==> src/rtl/tdm_defs.sv <==
// Shared definitions for the TDM link (tdm_mux transmitter and tdm_demux receiver):
// state encodings, slot-count legality and select-width derivation.
package tdm_defs;

  typedef enum logic {
    HUNT = 1'b0,
    RUN  = 1'b1
  } tdm_state_t;

  localparam int TDM_MIN_SLOTS = 2;
  localparam int TDM_MAX_SLOTS = 16;

  function automatic bit tdm_slots_legal(input int n);
    return (n >= TDM_MIN_SLOTS) && (n <= TDM_MAX_SLOTS);
  endfunction

  // Width of a slot index; never below one bit so a select port always exists.
  function automatic int tdm_sel_width(input int n);
    return (n <= 2) ? 1 : $clog2(n);
  endfunction

endpackage

==> src/rtl/tdm_slot_counter.sv <==
// Slot index counter for the TDM receiver: advances on each valid sample,
// wraps after the last slot, and can be reloaded to 1 (resync) or cleared.
module tdm_slot_counter
  import tdm_defs::*;
#(
  parameter  int N_SLOTS = 4,
  localparam int SW      = tdm_sel_width(N_SLOTS)
) (
  input  logic          clk,
  input  logic          reset,
  input  logic          enable,
  input  logic          load,
  input  logic          clear,
  output logic [SW-1:0] sel,
  output logic          last
);

  localparam logic [SW-1:0] LAST_SEL = SW'(N_SLOTS - 1);

  // clear beats load beats normal advance; nothing moves without enable.
  always_ff @(posedge clk or posedge reset) begin
    if (reset) begin
      sel <= '0;
    end else if (enable) begin
      if (clear) begin
        sel <= '0;
      end else if (load) begin
        sel <= SW'(1);
      end else if (sel == LAST_SEL) begin
        sel <= '0;
      end else begin
        sel <= sel + SW'(1);
      end
    end
  end

  assign last = (sel == LAST_SEL);

endmodule

==> src/rtl/tdm_demux.sv <==
// Time-division demultiplexer: aligns to slot 0 on Sync, assembles N_SLOTS samples
// into a parallel frame. Optional alignment-error reporting with TDM_DEMUX_ERR_EN.
module tdm_demux
  import tdm_defs::*;
#(
  parameter  int N_SLOTS = 4,
  parameter  int W       = 8,
  localparam int SW      = tdm_sel_width(N_SLOTS)
) (
  input  logic                 Clk,
  input  logic                 Reset,
  input  logic [W-1:0]         Din,
  input  logic                 Din_valid,
  input  logic                 Sync,
  output logic [N_SLOTS*W-1:0] Y,
  output logic                 Frame_valid,
  output logic [SW-1:0]        Sel
`ifdef TDM_DEMUX_ERR_EN
  ,
  output logic                 Err
`endif
);

  generate
    if (!tdm_slots_legal(N_SLOTS)) begin : g_bad_slots
      $error("tdm_demux: N_SLOTS out of range 2..16");
    end
  endgenerate

`ifdef TDM_DEMUX_ERR_EN
  localparam bit ERR_EN = 1'b1;
`else
  localparam bit ERR_EN = 1'b0;
`endif

  tdm_state_t           state;
  logic [W-1:0]         shadow [N_SLOTS];
  logic [N_SLOTS*W-1:0] frame_next;
  logic                 sel_last;
  logic                 hunt_lock;
  logic                 early_sync;
  logic                 missing_sync;
  logic                 drop_sample;
  logic                 ctr_load;
  logic                 ctr_clear;

  always_comb begin
    hunt_lock    = (state == HUNT) && Din_valid && Sync;
    early_sync   = (state == RUN) && Din_valid && Sync && (Sel != '0);
    missing_sync = (state == RUN) && Din_valid && !Sync && (Sel == '0);
    drop_sample  = ERR_EN && missing_sync;
    ctr_load     = hunt_lock || early_sync;
    ctr_clear    = ((state == HUNT) && !Sync) || drop_sample;
  end

  tdm_slot_counter #(
    .N_SLOTS(N_SLOTS)
  ) u_slot_counter (
    .clk   (Clk),
    .reset (Reset),
    .enable(Din_valid),
    .load  (ctr_load),
    .clear (ctr_clear),
    .sel   (Sel),
    .last  (sel_last)
  );

  // The last slot bypasses its shadow so Y can update on the same edge it is sampled.
  always_comb begin
    frame_next = '0;
    for (int k = 0; k < N_SLOTS - 1; k++) begin
      frame_next[k*W +: W] = shadow[k];
    end
    frame_next[(N_SLOTS-1)*W +: W] = Din;
  end

  always_ff @(posedge Clk or posedge Reset) begin
    if (Reset) begin
      state       <= HUNT;
      Y           <= '0;
      Frame_valid <= 1'b0;
      for (int k = 0; k < N_SLOTS; k++) begin
        shadow[k] <= '0;
      end
`ifdef TDM_DEMUX_ERR_EN
      Err         <= 1'b0;
`endif
    end else begin
      Frame_valid <= 1'b0;
`ifdef TDM_DEMUX_ERR_EN
      Err         <= early_sync || missing_sync;
`endif
      if (Din_valid) begin
        case (state)
          HUNT: begin
            if (Sync) begin
              shadow[0] <= Din;
              state     <= RUN;
            end
          end
          RUN: begin
            if (early_sync) begin
              shadow[0] <= Din;
            end else if (drop_sample) begin
              state <= HUNT;
            end else begin
              shadow[Sel] <= Din;
              if (sel_last) begin
                Y           <= frame_next;
                Frame_valid <= 1'b1;
              end
            end
          end
          default: state <= HUNT;
        endcase
      end
    end
  end

endmodule

==> config.mk <==
export PLATFORM = sky130hd
export DESIGN_NAME = tdm_demux
export DESIGN_NICKNAME = d
export VERILOG_FILES = /design/src/rtl/tdm_defs.sv /design/src/rtl/tdm_slot_counter.sv /design/src/rtl/tdm_demux.sv
export SDC_FILE = /design/constraint.sdc
export NUM_CORES = 1
export LEC_CHECK = 0
export ABC_AREA = 1
export BUFFER_PORTS_ARGS = -buffer_cell sky130_fd_sc_hd__buf_2
export CORE_MARGIN = 8
export CORE_UTILIZATION = 50
export DETAILED_ROUTE_END_ITERATION = 7
export PLACE_DENSITY_LB_ADDON = 0.15
export SKIP_CTS_REPAIR_TIMING = 1
export SYNTH_ARGS = -nofsm -noshare
export SYNTH_HDL_FRONTEND = slang
export SYNTH_SLANG_ARGS = --single-unit
export TNS_END_PERCENT = 50
==> constraint.sdc <==
create_clock -name Clk -period 1.9 [get_ports Clk]
set_input_delay 0.095 -clock Clk [delete_from_list [all_inputs] [get_ports Clk]]
set_output_delay 0.095 -clock Clk [all_outputs]
set_load 0.01 [all_outputs]
Word-level counts from Yosys, hierarchy flattened
Cells that the tools add are included.

word-level totals
  output and inout port bits = 35
  bits of input ports = 12
  register bits = 68

operators by class
  $add $sub $neg = 1
  bitwise gates (word level) = 3
  magnitude comparators = 2
  multiplexer cells = 15
  reduce and logical (&&, ||, !) cells = 13
  eq/ne operators = 2

operators by type and width
  kind                                                                   number
  32-bit bitwise mux                                                     1
  8-bit two-way mux                                                      3
  8-bit demux with 2-bit select                                          1
  8-bit case mux with 2 select lines                                     1
  1-bit logical AND                                                      7
  2-bit two-way mux                                                      3
  1-bit two-way mux                                                      5
  4-bit AND reduction                                                    1
  3-bit greater-or-equal comparator (second input constant)              1
  3-bit by 1-bit < comparator with 1-bit output (second input constant)  1
  2-bit NOT with 3-bit output                                            1
  3-bit AND reduction                                                    1
  2-bit by 1-bit adder with 2-bit output (second input constant)         1
  2-bit == test (second input constant)                                  1
  2-bit != test (second input constant)                                  1
  1-bit NOT                                                              2
  1-bit case mux with 2 select lines                                     1
  2-bit AND reduction                                                    1
  2-bit nonzero test                                                     1
  1-bit logical NOT                                                      1
  1-bit logical OR                                                       1

Depth between registers and ports, before layout
Gate-level depths: netlist of run 1.

  depth in word-level cells = 8
  gate-level depth with buffers = 8

Hierarchy
From an unflattened synthesis of run 1, not the netlist that was laid out.

second synthesis, totals
  cell total of the unflattened synthesis = 275
  area, all modules = 2498.6 um2

modules (own cells, without submodules)
  module            area each (um2)  times used  cells each
  tdm_demux         2379.8           1           261
  tdm_slot_counter  118.9            1           14

Least setup slack after synthesis of run 1
No wires, ideal clock.

  path kind = reg2reg
  from = register u_slot_counter.sel[0]
  to = register Y[6]
  clock period less this slack = 1.464 ns
  slack = 0.436 ns
  buffers on the path = 2
  cell stages (with the launch flop) = 9
  arrival = 1.346 ns
  cells stage by stage = dfrtp_1 > inv_1 > ha_1 > inv_2 > nand2_4 > buf_4 > buf_4 > nand4_1 > nand2_1

between the ends
  cells in the longest elaborated chain, start to end = 4
  elaborated cells between the ends (all ways) = 5

ends and longest elaborated chain
  item                             RTL line                text
  start, declared                  tdm_slot_counter.sv:14  output logic [SW-1:0] sel,
  start signal, assigned           tdm_slot_counter.sv:32  sel <= sel + SW'(1);
  2-bit nonzero test               tdm_demux.sv:49         early_sync = (state == RUN) && Din_valid && Sync && (Sel != '0);
  1-bit logical AND                tdm_demux.sv:49
  1-bit NOT (no line)              --
  4-bit AND reduction (no line) *  --
  end signal, assigned             tdm_demux.sv:109        Y <= frame_next;
  end, declared                    tdm_demux.sv:15         output logic [N_SLOTS*W-1:0] Y,

Mark *: on every way between the ends. The rest lies on a longest branch, timed or not.
A chain may end at the register's enable or synchronous reset.

Worst setup path after layout of run 1
  from = register u_slot_counter.sel[0]
  to = register Y[20]

The elaborated chain is that of the path after synthesis.

==> results.txt, run 1 <==
Synthesized flop and latch total: 60
Synth top area share: 58.8%
Vias per cell: 5.22
Fin crit share: 90.6%
Logic pwr share: 33.2%
Clk root buf: clkbuf_8
Max Cap Viol: 0
Worst-path clk slew: 70 ps
Slew HR: 59.2%
Final setup viols: 0
Power Internal: 3.26 mW
Core area: 5010 um2
Pins Over Slew Limit: 0
Power share of the clock group: 25.0%
Crit Reg-Reg Startpoint: u_slot_counter.sel[0]$_DFFE_PP0P_
Seq pwr share: 41.8%
H-Tree Depth: 3
Largest net degree at the start of global routing: 34
Status: finished clean
Mean Syn Cell Area: 9.15 um2
Sw Share: 36.2%
Slew of the pin with the lowest slew margin: 611 ps
# IOs: 47
# rows: 26
Global router's overall resource usage: 17.1%
Setup crit start: u_slot_counter.sel[0]$_DFFE_PP0P_
Full die area: 7650 um2
Synth area leader: dfrtp_1
Final hold vios: 0
Synth top cells by count: nand2_1 (120), dfrtp_1 (60), nand4_1 (48)
PnR Total Power: 5.11 mW
Share of cells above drive strength 1: 23.9%
Worst EP arrival: 1940 ps
Psw: 1.85 mW
Routed length per instance: 15.0 um
Hold_sp: Din[7]
Iter 0 DRT Violations: 140
Reg2reg end: Y[20]$_DFFE_PP0P_
Die Width: 87.5 um
Ys async rst share: 100%
Worst Hold End: frame_next[7]$_DFFE_PP0P_
Layout Nets: 342
Antenna Cells: 0
Fillcell total: 457
Dominant synthesized flop cell: dfrtp_1
Total grt overflow: 0
Drt drc: 0
Fin crit period: 1720 ps
Sink Count: 60
Worst endpoint required time: 2120 ps
IO buf count: 46
First-pass GRT wire length: 10000 um
Initial Util: 51.0%
Setup tns final: 0 ps
Hold WC Path Type: input port to flip-flop
Ranking of synthesized cells by area: dfrtp_1 (59%), nand2_1 (18%), nand4_1 (12%)
Final ANT Viol Nets: 0
Critical Path Sink Type: flip-flop
Hold Path Stages: 3
Worst skew pair latency: 330 ps
Critical path start-end classification: flip-flop to flip-flop
Area Growth Syn to Fin: 20.9%
Slack of the worst reg-to-reg path: 180 ps
Clock Skew: 7.42 ps
Peak VDD IR: 0.964 mV
Final HPWL DP: 4090 um
RSZ-0062 raised after global routing: no
Post-Route WL: 5980 um
DR vias: 2088
Synth Instances: 279
Drt pass-1 iters: 4
Gpl congestion: 0.796
Initial antenna violation count: 0
Setup crit start kind: flip-flop
Chip height: 87.5 um
Top-count cell post-synth: nand2_1
PD cells: 1650 nW/um2
Max FO, Critical Path: 10
Number of buffers created by CTS: 9
Sequential area share after synthesis: 58.8%
Cell variety after synth: 16
Max Buffers Root-to-Sink: 2
Pleak: 1.72 nW
Mapped cell area: 2550 um2
Syn_nets: 295
Vias in the first global route: 2089
Warnings, synthesis: 0
CTS tree: built
Post-synth EDFFs: 0
R2R cell count: 8
Highest clock rate: 581 MHz
==> critical path: stages (launching register included) <==
cell     delay [ps]
dfrtp_1         430
inv_1           110
ha_1            220
inv_2            80
nand2_4         120
nand3_2         260
buf_4           280
nand2_1          60
nand2_1          40
==> logic make-up (layout without fill, tap and decap cells) <==
family                     Yosys count  after routing  synth area share (%)
AOI/OAI and AO/OA                    1              1                 0.343
DFF                                 60             60                  58.8
adders and majority gates            4              4                  1.96
and+or+nand+nor                    186            186                  33.4
buffers and inverters               28             79                  5.49
==> state kept, by name, indices dropped and copies added, names as in the netlist <==
| register | flops |
|---|---|
| Frame_valid | 1 |
| u_slot_counter.sel | 2 |
| state | 1 |
| frame_next | 24 |
| Y | 32 |
==> layout make-up <==
cell class	instances	area, um2	area share, %
Sequential cell	60	1500	48.6
Multi-Input combinational cell	191	912	29.5
Inverter	8	30.0	0.972
Clock inverter	4	72.6	2.35
Clock buffer	11	151	4.90
Timing Repair Buffer	56	333	10.8
Tap cell	70	87.6	2.84
==> power groups by stage <==
| stage | clock (mW) | sequential (mW) | combinational [mW] |
|---|---|---|---|
| 6_report | 1.28 | 2.14 | 1.69 |
| 3_3_place_gp | 0 | 2.13 | 1.67 |
| 2_1_floorplan | 0 | 2.27 | 0.941 |
| 4_1_cts | 1.30 | 2.14 | 1.72 |
| 3_5_place_dp | 0 | 2.16 | 1.72 |
| 5_1_grt | 1.36 | 2.21 | 1.93 |
==> routing by layer <==
layer / GRT usage, % / wire, um
met3: 4.81 / 356
met1: 21.6 / 2710
met2: 26.4 / 2780
met5: 0 / 0
met4: 8.13 / 127
==> cell usage in the layout, fill, tap and decap left out, drive strengths merged <==
cell type | synthesis | layout
buf | 15 | 55
bufinv | 0 | 2
clkbuf | 5 | 11
clkinv | 0 | 1
clkinvlp | 0 | 1
dfrtp | 60 | 60
dlygate4sd3 | 0 | 1
ha | 4 | 4
inv | 8 | 8
nand2 | 123 | 123
nand3 | 14 | 14
nand4 | 48 | 48
nor2 | 1 | 1
o21ai | 1 | 1
==> per-stage QoR <==
stage	cells	hold WS, ps	instance area [um2]	setup slack (ps)	utilization, %
floorplan	279	205	2550	320	-
detailed placement	384	209	2850	213	57.0
global placement	384	194	2850	281	57.0
global route	400	45.5	3090	7.61	61.6
CTS	399	-150	3080	193	61.4
finish	400	44.7	3090	179	61.6
==> how the worst max path moves through the flow <==
stage | to | slack (ps) | cells past startpoint
6_report | Y[20]$_DFFE_PP0P_ | 180 | 8
5_1_grt | Y[28]$_DFFE_PP0P_ | 8 | 8
4_1_cts | Y[0]$_DFFE_PP0P_ | 190 | 8
3_5_place_dp | Y[0]$_DFFE_PP0P_ | 210 | 8
3_3_place_gp | Y[28]$_DFFE_PP0P_ | 280 | 8
2_1_floorplan | Frame_valid$_DFF_PP0_ | 320 | 1
(Power assumes the default switching activity.)
==> run 2: changes to the inputs <==
Settings changed: CTS_BUF_LIST set to sky130_fd_sc_hd__clkbuf_4.
==> results.txt, run 2 (same netlist as run 1, synthesis figures left out) <==
Slack of the worst reg-to-reg path: 190 ps (about the same)
Slew HR: 59.4% (+0.21 points)
Layout Nets: 348 (+1.8%)
Reg2reg end: Y[19]$_DFFE_PP0P_
Status: finished, violations left
Total grt overflow: 0 (unchanged)
Fillcell total: 454 (-0.66%)
Worst Hold End: frame_next[3]$_DFFE_PP0P_
Core area: 5010 um2 (unchanged)
Antenna Cells: 0 (unchanged)
Cells after DPL: 384 (unchanged)
Die Width: 87.5 um (unchanged)
Number of buffers created by CTS: 9 (unchanged)
R2R cell count: 8 (unchanged)
Area Growth Syn to Fin: 20.3%
Fin crit period: 1710 ps (-12.2 ps)
Max Cap Viol: 0 (unchanged)
Power Internal: 2.98 mW (-8.6%)
Final setup viols: 0 (unchanged)
RSZ-0062 raised after global routing: no
Worst-path clk slew: 100 ps (+30 ps)
Vias per cell: 5.23 (+0.22%)
Most flop-heavy register: Y
Largest net degree at the start of global routing: 34 (unchanged)
CP cell instances: inv_1 > ha_1 > inv_2 > nand2_4 > nand3_2 > buf_4 > nand2_1 > nand2_1
H-Tree Depth: 3 (unchanged)
Worst endpoint required time: 2180 ps (+60 ps)
Final HPWL DP: 4090 um (unchanged)
Final ANT Viol Nets: 0 (unchanged)
Sink Count: 60 (unchanged)
Seq pwr share: 44.4% (+2.6 points)
Setup crit start kind: flip-flop
First-pass GRT wire length: 9980 um (-0.62%)
Sw Share: 37.8% (+1.7 points)
# rows: 26 (unchanged)
Met3 usage in global routing: 3.68% (-1.1 points)
Initial antenna violation count: 0 (unchanged)
Iter 0 DRT Violations: 162 (+16%)
Drt pass-1 iters: 5 (+1)
Slowest CP cell: dfrtp_1
Clk root buf: clkbuf_4
Logic pwr share: 35.4% (+2.2 points)
GRT Max-Usage Layer: met2
Hold Path Stages: 3 (unchanged)
Global router's overall resource usage: 17.0% (-0.16 points)
Pins Over Slew Limit: 0 (unchanged)
Vias in the first global route: 2077 (-0.57%)
Highest clock rate: 585 MHz (+0.71%)
Worst skew pair latency: 390 ps (+60 ps)
Hold_sp: Din[3]
Fin crit share: 89.9% (-0.64 points)
Final hold vios: 2 (+2)
Largest register FFs: 32 (unchanged)
Utilization after layout: 61.3% (-0.32 points)
IO buf count: 46 (unchanged)
DR vias: 2124 (+1.7%)
Crit Reg-Reg Startpoint: u_slot_counter.sel[0]$_DFFE_PP0P_
Setup tns final: 0 ps (unchanged)
Peak VDD IR: 0.873 mV (-9.5%)
Slowest stage delay, CP: 440 ps (about the same)
CTS tree: built
Max FO, Critical Path: 10 (unchanged)
Critical path start-end classification: flip-flop to flip-flop
PD cells: 1560 nW/um2 (-5.7%)
Met1 Use GR: 21.6% (-0.058 points)
Slew of the pin with the lowest slew margin: 608 ps (-3.19 ps)
Pleak: 1.71 nW (-0.55%)
Violated checks: negative hold slack
# IOs: 47 (unchanged)
Drt drc: 0 (unchanged)
Power share of the clock group: 20.2% (-4.8 points)
Worst EP arrival: 1980 ps (+40 ps)
Chip height: 87.5 um (unchanged)
PnR Total Power: 4.79 mW (-6.2%)
Critical Path Sink Type: flip-flop
Hold WC Path Type: input port to flip-flop
Routed length per instance: 14.8 um (-0.77%)
Most used cell, CP: nand2_1
Met2 Usage GRT: 26.3% (-0.069 points)
Max Buffers Root-to-Sink: 2 (unchanged)
Psw: 1.81 mW (-1.9%)
Commonest non-fill, non-tap cell in the layout: nand2_1
Post-Route WL: 6020 um (+0.72%)
Initial Util: 51.0% (unchanged)
Clock Skew: 10.3 ps (+2.87 ps)
Share of cells above drive strength 1: 22.9% (-1.0 points)
Gpl congestion: 0.796 (unchanged)
Leading cell types in the layout, fill and taps excluded: nand2_1 (120), dfrtp_1 (60), nand4_1 (48)
Final Non-Filler Cells: 406 (+1.5%)
Hold WS: -8.61 ps (-53.3 ps)
Full die area: 7650 um2 (unchanged)
[run 2: cell count changes in the layout (fill, tap and decap cells not counted), sizes merged]
cell / before / now
dlygate4sd3: 1 / 7
clkbuf: 11 / 9
clkinv: 1 / 3
[run 2: per-stage QoR]
| step | area, um2 | setup WS [ps] |
|---|---|---|
| 6_report | 3070 | 191 |
| 5_1_grt | 3070 | 2.22 |
| 4_1_cts | 3000 | 185 |
| 3_5_place_dp | 2850 | 213 |
| 3_3_place_gp | 2850 | 281 |
| 2_1_floorplan | 2550 | 320 |
[run 2: final cells by class]
| type | count | area [um2] | area share [%] |
|---|---|---|---|
| flip-flops and latches | 60 | 1500 | 48.9 |
| inverters | 8 | 30.0 | 0.978 |
| repair buffers | 62 | 393 | 12.8 |
| clock buffers | 9 | 67.6 | 2.20 |
| multi-input cells | 191 | 912 | 29.7 |
| well taps | 70 | 87.6 | 2.85 |
| clock inverters | 6 | 80.1 | 2.61 |
[run 2: how the worst max path moves through the flow]
stage                                            from                    end  slack (ps)  cells past startpoint
floorplan                                       Reset  Frame_valid$_DFF_PP0_         320                      1
global placement    u_slot_counter.sel[0]$_DFFE_PP0P_      Y[28]$_DFFE_PP0P_         280                      8
detailed placement  u_slot_counter.sel[0]$_DFFE_PP0P_       Y[0]$_DFFE_PP0P_         210                      8
CTS                 u_slot_counter.sel[0]$_DFFE_PP0P_       Y[0]$_DFFE_PP0P_         190                      8
global route        u_slot_counter.sel[0]$_DFFE_PP0P_      Y[28]$_DFFE_PP0P_           2                      8
finish              u_slot_counter.sel[0]$_DFFE_PP0P_      Y[19]$_DFFE_PP0P_         190                      8
[run 2: worst max-delay path, delay by kind of cell, from the launching register on]
| kind | cells | cell delay (ps) |
|---|---|---|
| flip-flops | 1 | 440 |
| adder cells (fa/ha/maj) | 1 | 220 |
| AND/OR/NAND/NOR | 4 | 480 |
| buffers and inverters | 3 | 450 |
[run 2: power groups by stage]
| stage | registers (mW) | clock network, mW | logic [mW] |
|---|---|---|---|
| after floorplan | 2.27 | 0 | 0.941 |
| after global placement | 2.13 | 0 | 1.67 |
| after detailed placement | 2.16 | 0 | 1.72 |
| after CTS | 2.13 | 0.987 | 1.72 |
| after global routing | 2.21 | 1.03 | 1.94 |
| final | 2.13 | 0.966 | 1.70 |
[run 2: per-layer routing]
layer / share of wire, % / up-vias / wire length [um]
li1: - / 1040 / -
met1: 45 / 1014 / 2720
met2: 47 / 57 / 2860
met3: 5.3 / 13 / 319
met4: 2.0 / 0 / 120
met5: 0 / - / 0
